===== config.mk =====
export PLATFORM = sky130hd
export DESIGN_NAME = mdu_flat
export DESIGN_NICKNAME = d
export VERILOG_FILES = /design/src/rtl/mdu_if.sv /design/src/rtl/mdu.sv /design/src/flat_wrapper.sv
export SDC_FILE = /design/constraint.sdc
export NUM_CORES = 1
export LEC_CHECK = 0
export ABC_AREA = 1
export ABC_CLOCK_PERIOD_IN_PS = 3600
export CAP_MARGIN = 20
export CORE_MARGIN = 2
export CORE_UTILIZATION = 30
export DETAILED_ROUTE_END_ITERATION = 8
export GPL_ROUTABILITY_DRIVEN = 0
export HOLD_SLACK_MARGIN = 0.03
export PLACE_DENSITY = 0.5
export SLEW_MARGIN = 20
export SYNTH_ARGS = -nofsm -noshare
export SYNTH_HDL_FRONTEND = slang
export SYNTH_SLANG_ARGS = --single-unit

===== constraint.sdc =====
create_clock -name aclk -period 3.6 [get_ports aclk]
set_clock_uncertainty 0.2 [all_clocks]
set_input_delay 1.08 -clock aclk [delete_from_list [all_inputs] [get_ports aclk]]
set_output_delay 1.08 -clock aclk [all_outputs]
set_load 0.01 [all_outputs]

===== src/rtl/mdu_if.sv =====
// Request and writeback handshake bundle for the RV32M multiply/divide unit.
// The requester/consumer side uses the master modport; the unit uses slave.
interface mdu_if;
  logic        req_valid;
  logic        req_ready;
  logic [2:0]  req_op;
  logic [31:0] req_a;
  logic [31:0] req_b;
  logic [4:0]  req_rd;
  logic        wb_valid;
  logic        wb_ready;
  logic [4:0]  wb_rd;
  logic [31:0] wb_data;

  modport master (
    output req_valid, req_op, req_a, req_b, req_rd, wb_ready,
    input  req_ready, wb_valid, wb_rd, wb_data
  );

  modport slave (
    input  req_valid, req_op, req_a, req_b, req_rd, wb_ready,
    output req_ready, wb_valid, wb_rd, wb_data
  );
endinterface


===== src/rtl/mdu.sv =====
// Iterative RV32M multiply/divide unit: 32-step shift-add multiply or restoring
// divide on operand magnitudes, sign fix-up on the final step, registered writeback.
module mdu (
  input  logic  aclk,
  input  logic  reset,
  mdu_if.slave  bus
);

  typedef enum logic [1:0] {
    S_IDLE = 2'b00,
    S_BUSY = 2'b01,
    S_DONE = 2'b10
  } state_t;

  localparam logic [2:0] OP_MUL    = 3'b000;
  localparam logic [2:0] OP_MULH   = 3'b001;
  localparam logic [2:0] OP_MULHSU = 3'b010;
  localparam logic [2:0] OP_MULHU  = 3'b011;
  localparam logic [2:0] OP_DIV    = 3'b100;
  localparam logic [2:0] OP_DIVU   = 3'b101;
  localparam logic [2:0] OP_REM    = 3'b110;
  localparam logic [2:0] OP_REMU   = 3'b111;

  function automatic logic [31:0] neg32(input logic [31:0] x);
    return (~x) + 32'd1;
  endfunction

  function automatic logic [63:0] neg64(input logic [63:0] x);
    return (~x) + 64'd1;
  endfunction

  state_t      state_r;
  state_t      state_s;
  logic [4:0]  cnt_r;
  logic [2:0]  op_r;
  logic [31:0] hi_r;
  logic [31:0] lo_r;
  logic [31:0] opnd_r;
  logic        neg_r;
  logic        wb_valid_r;
  logic [4:0]  wb_rd_r;
  logic [31:0] wb_data_r;

  logic        accept_s;
  logic        signed_a_s;
  logic        signed_b_s;
  logic        sign_a_s;
  logic        sign_b_s;
  logic [31:0] mag_a_s;
  logic [31:0] mag_b_s;
  logic        neg_s;
  logic        special_s;
  logic [31:0] special_data_s;

  logic [32:0] sum_s;
  logic [32:0] rem_shift_s;
  logic        ge_s;
  logic [31:0] hi_nxt_s;
  logic [31:0] lo_nxt_s;
  logic [63:0] prod_s;
  logic [31:0] quo_s;
  logic [31:0] rem_s;
  logic [31:0] result_s;
  logic        last_s;

  assign accept_s      = bus.req_valid && (state_r == S_IDLE);
  assign last_s        = (cnt_r == 5'd31);
  assign bus.req_ready = (state_r == S_IDLE);
  assign bus.wb_valid  = wb_valid_r;
  assign bus.wb_rd     = wb_rd_r;
  assign bus.wb_data   = wb_data_r;

  // Operand decode: signedness, magnitudes, result sign and divide special cases.
  always_comb begin
    signed_a_s     = 1'b0;
    signed_b_s     = 1'b0;
    special_s      = 1'b0;
    special_data_s = 32'd0;
    case (bus.req_op)
      OP_MULH:   begin signed_a_s = 1'b1; signed_b_s = 1'b1; end
      OP_MULHSU: begin signed_a_s = 1'b1; signed_b_s = 1'b0; end
      OP_DIV:    begin signed_a_s = 1'b1; signed_b_s = 1'b1; end
      OP_REM:    begin signed_a_s = 1'b1; signed_b_s = 1'b1; end
      default:   begin signed_a_s = 1'b0; signed_b_s = 1'b0; end
    endcase
    sign_a_s = signed_a_s & bus.req_a[31];
    sign_b_s = signed_b_s & bus.req_b[31];
    mag_a_s  = sign_a_s ? neg32(bus.req_a) : bus.req_a;
    mag_b_s  = sign_b_s ? neg32(bus.req_b) : bus.req_b;
    // Remainder takes the dividend's sign; everything else the product of signs.
    if (bus.req_op == OP_REM) begin
      neg_s = sign_a_s;
    end else begin
      neg_s = sign_a_s ^ sign_b_s;
    end
    if (bus.req_op[2] && (bus.req_b == 32'd0)) begin
      special_s      = 1'b1;
      special_data_s = bus.req_op[1] ? bus.req_a : 32'hFFFF_FFFF;
    end else if (!bus.req_op[0] && bus.req_op[2] &&
                 (bus.req_a == 32'h8000_0000) && (bus.req_b == 32'hFFFF_FFFF)) begin
      special_s      = 1'b1;
      special_data_s = bus.req_op[1] ? 32'd0 : 32'h8000_0000;
    end else begin
      special_s      = 1'b0;
      special_data_s = 32'd0;
    end
  end

  // One iteration step: hi/lo hold product halves, or remainder/quotient-dividend.
  always_comb begin
    sum_s       = 33'd0;
    rem_shift_s = {hi_r, lo_r[31]};
    ge_s        = 1'b0;
    hi_nxt_s    = hi_r;
    lo_nxt_s    = lo_r;
    if (op_r[2]) begin
      ge_s = (rem_shift_s >= {1'b0, opnd_r});
      if (ge_s) begin
        hi_nxt_s = rem_shift_s[31:0] - opnd_r;
        lo_nxt_s = {lo_r[30:0], 1'b1};
      end else begin
        hi_nxt_s = rem_shift_s[31:0];
        lo_nxt_s = {lo_r[30:0], 1'b0};
      end
    end else begin
      sum_s    = {1'b0, hi_r} + (lo_r[0] ? {1'b0, opnd_r} : 33'd0);
      hi_nxt_s = sum_s[32:1];
      lo_nxt_s = {sum_s[0], lo_r[31:1]};
    end
  end

  // Final result from the last step's values, with sign fix-up applied.
  always_comb begin
    prod_s = neg_r ? neg64({hi_nxt_s, lo_nxt_s}) : {hi_nxt_s, lo_nxt_s};
    quo_s  = neg_r ? neg32(lo_nxt_s) : lo_nxt_s;
    rem_s  = neg_r ? neg32(hi_nxt_s) : hi_nxt_s;
    case (op_r)
      OP_MUL:    result_s = prod_s[31:0];
      OP_MULH:   result_s = prod_s[63:32];
      OP_MULHSU: result_s = prod_s[63:32];
      OP_MULHU:  result_s = prod_s[63:32];
      OP_DIV:    result_s = quo_s;
      OP_DIVU:   result_s = quo_s;
      OP_REM:    result_s = rem_s;
      OP_REMU:   result_s = rem_s;
      default:   result_s = 32'd0;
    endcase
  end

  // Next-state logic.
  always_comb begin
    state_s = state_r;
    case (state_r)
      S_IDLE: begin
        if (accept_s) begin
          state_s = special_s ? S_DONE : S_BUSY;
        end else begin
          state_s = S_IDLE;
        end
      end
      S_BUSY: begin
        if (last_s) begin
          state_s = S_DONE;
        end else begin
          state_s = S_BUSY;
        end
      end
      S_DONE: begin
        if (bus.wb_ready) begin
          state_s = S_IDLE;
        end else begin
          state_s = S_DONE;
        end
      end
      default: state_s = S_IDLE;
    endcase
  end

  // State register.
  always_ff @(posedge aclk) begin
    if (reset) begin
      state_r <= S_IDLE;
    end else begin
      state_r <= state_s;
    end
  end

  // Operand capture, iteration registers and writeback registers.
  always_ff @(posedge aclk) begin
    if (reset) begin
      cnt_r      <= 5'd0;
      op_r       <= 3'd0;
      hi_r       <= 32'd0;
      lo_r       <= 32'd0;
      opnd_r     <= 32'd0;
      neg_r      <= 1'b0;
      wb_valid_r <= 1'b0;
      wb_rd_r    <= 5'd0;
      wb_data_r  <= 32'd0;
    end else begin
      case (state_r)
        S_IDLE: begin
          if (accept_s) begin
            op_r    <= bus.req_op;
            wb_rd_r <= bus.req_rd;
            neg_r   <= neg_s;
            cnt_r   <= 5'd0;
            hi_r    <= 32'd0;
            if (bus.req_op[2]) begin
              lo_r   <= mag_a_s;
              opnd_r <= mag_b_s;
            end else begin
              lo_r   <= mag_b_s;
              opnd_r <= mag_a_s;
            end
            if (special_s) begin
              wb_data_r <= special_data_s;
            end
          end
        end
        S_BUSY: begin
          cnt_r <= cnt_r + 5'd1;
          hi_r  <= hi_nxt_s;
          lo_r  <= lo_nxt_s;
          if (last_s) begin
            wb_data_r <= result_s;
          end
        end
        S_DONE: begin
          cnt_r <= 5'd0;
        end
        default: begin
          cnt_r <= 5'd0;
        end
      endcase
      wb_valid_r <= (state_s == S_DONE);
    end
  end

endmodule


===== src/flat_wrapper.sv =====
// flat-port wrapper written by rule: the top's interface ports become plain ports
module mdu_flat 
  (aclk, reset, bus_req_valid, bus_req_op, bus_req_a, bus_req_b, bus_req_rd, bus_wb_ready, bus_req_ready, bus_wb_valid, bus_wb_rd, bus_wb_data);
  mdu_if bus_i ();
  input  logic aclk;
  input  logic reset;
  input wire logic [$bits(bus_i.req_valid)-1:0] bus_req_valid;
  input wire logic [$bits(bus_i.req_op)-1:0] bus_req_op;
  input wire logic [$bits(bus_i.req_a)-1:0] bus_req_a;
  input wire logic [$bits(bus_i.req_b)-1:0] bus_req_b;
  input wire logic [$bits(bus_i.req_rd)-1:0] bus_req_rd;
  input wire logic [$bits(bus_i.wb_ready)-1:0] bus_wb_ready;
  output wire logic [$bits(bus_i.req_ready)-1:0] bus_req_ready;
  output wire logic [$bits(bus_i.wb_valid)-1:0] bus_wb_valid;
  output wire logic [$bits(bus_i.wb_rd)-1:0] bus_wb_rd;
  output wire logic [$bits(bus_i.wb_data)-1:0] bus_wb_data;
  assign bus_i.req_valid = bus_req_valid;
  assign bus_i.req_op = bus_req_op;
  assign bus_i.req_a = bus_req_a;
  assign bus_i.req_b = bus_req_b;
  assign bus_i.req_rd = bus_req_rd;
  assign bus_i.wb_ready = bus_wb_ready;
  assign bus_req_ready = bus_i.req_ready;
  assign bus_wb_valid = bus_i.wb_valid;
  assign bus_wb_rd = bus_i.wb_rd;
  assign bus_wb_data = bus_i.wb_data;
  mdu u_core (.aclk(aclk), .reset(reset), .bus(bus_i));
endmodule

==> metrics.md <==
| Metric | Value |
|---|---|
| Status | `complete, but fails checks` |
| Failing checks | `setup timing` |
| Layout cells sized above 1 | `about a third` |
| Setup repair after global routing missed its margin | `true` |
| Antenna cells | `0` |
| Setup TNS | `-6.61 ns` |
| Later-pin clock latency in the skew report | `slightly below 0.5 ns` |
| Synth top area share | `about a fifth` |
| R2R depth | `26` |
| Detail Placement HPWL | `76300 µm` |
| CP Max Fanout | `4` |
| Area delta synth->final | `59.7%` |
| Crit path launch type | `flip-flop` |
| Number of fill cells | `6115` |
| Maximum root-to-sink buffer count | `2` |
| Slowest cell delay on critical path | `about 0.36 ns` |
| FF/Latch Area | `2960 µm²` |
| Fraction of registers with async set/reset | `0%` |
| Final Core Density | `48.4%` |
| Critical path endpoint category | `flip-flop` |
| Design area | `28500 µm²` |
| Post-Route WL | `around 94000 µm` |
| Final #Nets | `roughly 4.2k` |
| Non-Filler Instances | `between 4k and 5k` |
| Multi-input gate area in the final layout | `between 10000 and 15000 µm²` |
| Worst hold path cell count | `2` |
| Count of final setup violators | `31` |
| Commonest non-fill, non-tap cells in the layout | `861 x nand2_1, 736 x buf_4, 448 x inv_1` |
| Setup slack after layout | `-0.372 ns` |
| Initial DRC count | `roughly 2.5k` |
| Ports | `115` |
| Final Critical Period | `just under 4 ns` |
| Wire length per cell | `around 20 µm` |
| Most common cell after layout, fill and taps aside | `nand2_1` |
| Vias in the first global route | `22.8k` |
| Drt drc | `0` |
| Final Hold Vio Count | `0` |
| Largest net degree at the start of global routing | `72` |
| DIE WIDTH | `248 µm` |
| Max IR drop VDD | `slightly below 0.4 mV` |
| Total gr overflow | `0` |
| Die H | `248 µm` |
| TritonCTS buffer count | `17` |
| DRT Pass-1 Iters | `9` |
| Synth Area per Inst | `around 5.5 µm²` |
| Slew at the pin with the worst max-slew slack | `around 0.89 ns` |
| CTS clk-pin slew, worst paths | `~0.080 ns` |
| Placed instance area | `between 20000 and 30000 µm²` |
| ANT nets after route | `0` |
| Worst hold path type | `flip-flop to flip-flop` |
| EDFF count, synth | `0` |
| Via density | `~5` |
| CTS tree | `built` |
| Clk root buf | `clkbuf_16` |
| Core area | `between 50000 and 60000 µm²` |
| Antenna violations before repair | `1` |
| Synth area leaders | `nand2_1 21%, dfxtp_1 16%, inv_1 10%` |
| Post-Syn Nets | `~3.4k` |
| Fmax | `between 200 and 300 MHz` |
| Worst EP arrival | `4.20 ns` |
| Kind of critical path | `flip-flop to flip-flop` |
| Max cap viols | `0` |
| Slew Viols, Final | `0` |
| Top cell by count, worst path | `nand2_1` |
| Placed instance count | `between 4k and 5k` |
| IO Port Bufs | `~110` |
| Overall Global Routing Usage | `between 20% and 30%` |
| Clk sinks | `~150` |
| Number of distinct library cells after synthesis | `just over 60` |
| Top cell type by total area after synthesis | `nand2_1` |
| Ys Warns | `0` |
| First-pass GRT wire length | `137000 µm` |
| Post-Syn Area | `~18000 µm²` |
| H-tree lvl count | `4` |
| Yosys reg bits | `~150` |
| Slowest-stage cell, CP | `dfxtp_2` |
| Most used DFF post-synth | `dfxtp_1` |
| Relative slew slack | `about 41%` |
| Power density over the cells | `about 330 nW/µm²` |
| Lkg Pwr | `14.5 nW` |
| Via count | `between 20k and 25k` |
| Required time of the critical path | `approximately 3.8 ns` |
| Register area share after synthesis | `between 15 and 20%` |
| # rows | `about 90` |
| Final Cycle Share | `110%` |
| Mapped Cells | `approximately 3.2k` |
| Effective utilization at floorplan | `30.3%` |
| DIE AREA | `a little over 60000 µm²` |
| Tot Pwr | `~9.5 mW` |
==> synthesized netlist by cell type, types with 15 or more instances <==
| cell | n |
|---|---|
| xor2_1 | 81 |
| a21oi_1 | 194 |
| o22ai_1 | 19 |
| nor2_2 | 20 |
| ha_1 | 70 |
| o21ai_0 | 177 |
| clkbuf_1 | 71 |
| o21ai_1 | 16 |
| nand4_1 | 54 |
| nand3_1 | 250 |
| nor2_1 | 337 |
| nand2_2 | 35 |
| nor3_1 | 30 |
| nor4_1 | 15 |
| dfxtp_1 | 145 |
| xnor2_1 | 21 |
| inv_1 | 496 |
| nand2_1 | 989 |
==> state kept, by name, indices dropped and copies added, names as in the netlist <==
name / flops
u_core.bus.wb_data: 32
u_core.hi_r: 32
u_core.lo_r: 32
u_core.opnd_r: 32
u_core.bus.wb_rd: 5
u_core.cnt_r: 5
u_core.op_r: 3
u_core.state_r: 2
u_core.bus.wb_valid: 1
u_core.neg_r: 1
==> area by class of cell <==
cell class	count	area share (%)
clock buffer	18	1.54
clock inverter	14	0.566
inverter	507	6.73
multi-input combinational	2476	51.5
sequential	145	10.4
tap	773	3.39
timing repair buffer	896	25.9
==> repair_timing <==
| item | CTS | global route |
|---|---|---|
| pin swaps | 79 | 144 |
| gates resized for setup | 206 | 413 |
| cloned | 2 | 0 |
| setup endpoints to repair | 53 | 58 |
| buffers inserted | 31 | 41 |
| endpoints found under the hold margin | 0 | 0 |
| hold buffers | 0 | 0 |
==> metal layers <==
metal	share of wire (%)	vias to the layer above	GRT usage, %
li1	-	12000	-
met1	42	11100	38.2
met2	45	1095	48.5
met3	7.1	237	4.83
met4	5.4	2	15.0
met5	0.014	-	0
==> final timing paths <==
kind | from | end | slack, ns
min reg2reg | u_core.cnt_r[3] | u_core.cnt_r[3] | 0.27
max | u_core.opnd_r[23] | u_core.bus.wb_data[14] | -0.37
min | u_core.cnt_r[3] | u_core.cnt_r[3] | 0.27
max reg2reg | u_core.opnd_r[23] | u_core.bus.wb_data[14] | -0.37
==> kinds of logic after synthesis <==
logic type	after synthesis	share of synthesized area (%)
flip-flops	145	16.3
AO/OA/AOI/OAI	508	16.2
buffers and inverters	622	14.2
AND/OR/NAND/NOR	1793	43.2
adder cells (fa/ha/maj)	72	5.13
XOR/XNOR	102	5.00
==> through the flow <==
stage | hold slack [ns] | setup WS, ns
after floorplan | 0.244 | -0.0269
after global placement | 0.257 | -0.756
after detailed placement | 0.265 | -0.800
after CTS | 0.274 | -0.457
after global routing | 0.288 | -0.560
final | 0.273 | -0.372
==> critical path, delay by kind of cell (launching register included) <==
family / cells / cell delay [ns]
adder cells (fa/ha/maj): 2 / 0.44
buffers and inverters: 2 / 0.09
AO/OA/AOI/OAI: 5 / 0.86
AND/OR/NAND/NOR: 17 / 1.93
flip-flops: 1 / 0.36
==> power by group <==
part	total (mW)	internal (mW)	leakage [nW]	switching [mW]
registers	1.81	1.71	1.20	0.0950
logic	5.68	2.38	13.0	3.30
clock network	1.97	1.01	0.290	0.959
(Power assumes the default switching activity.)
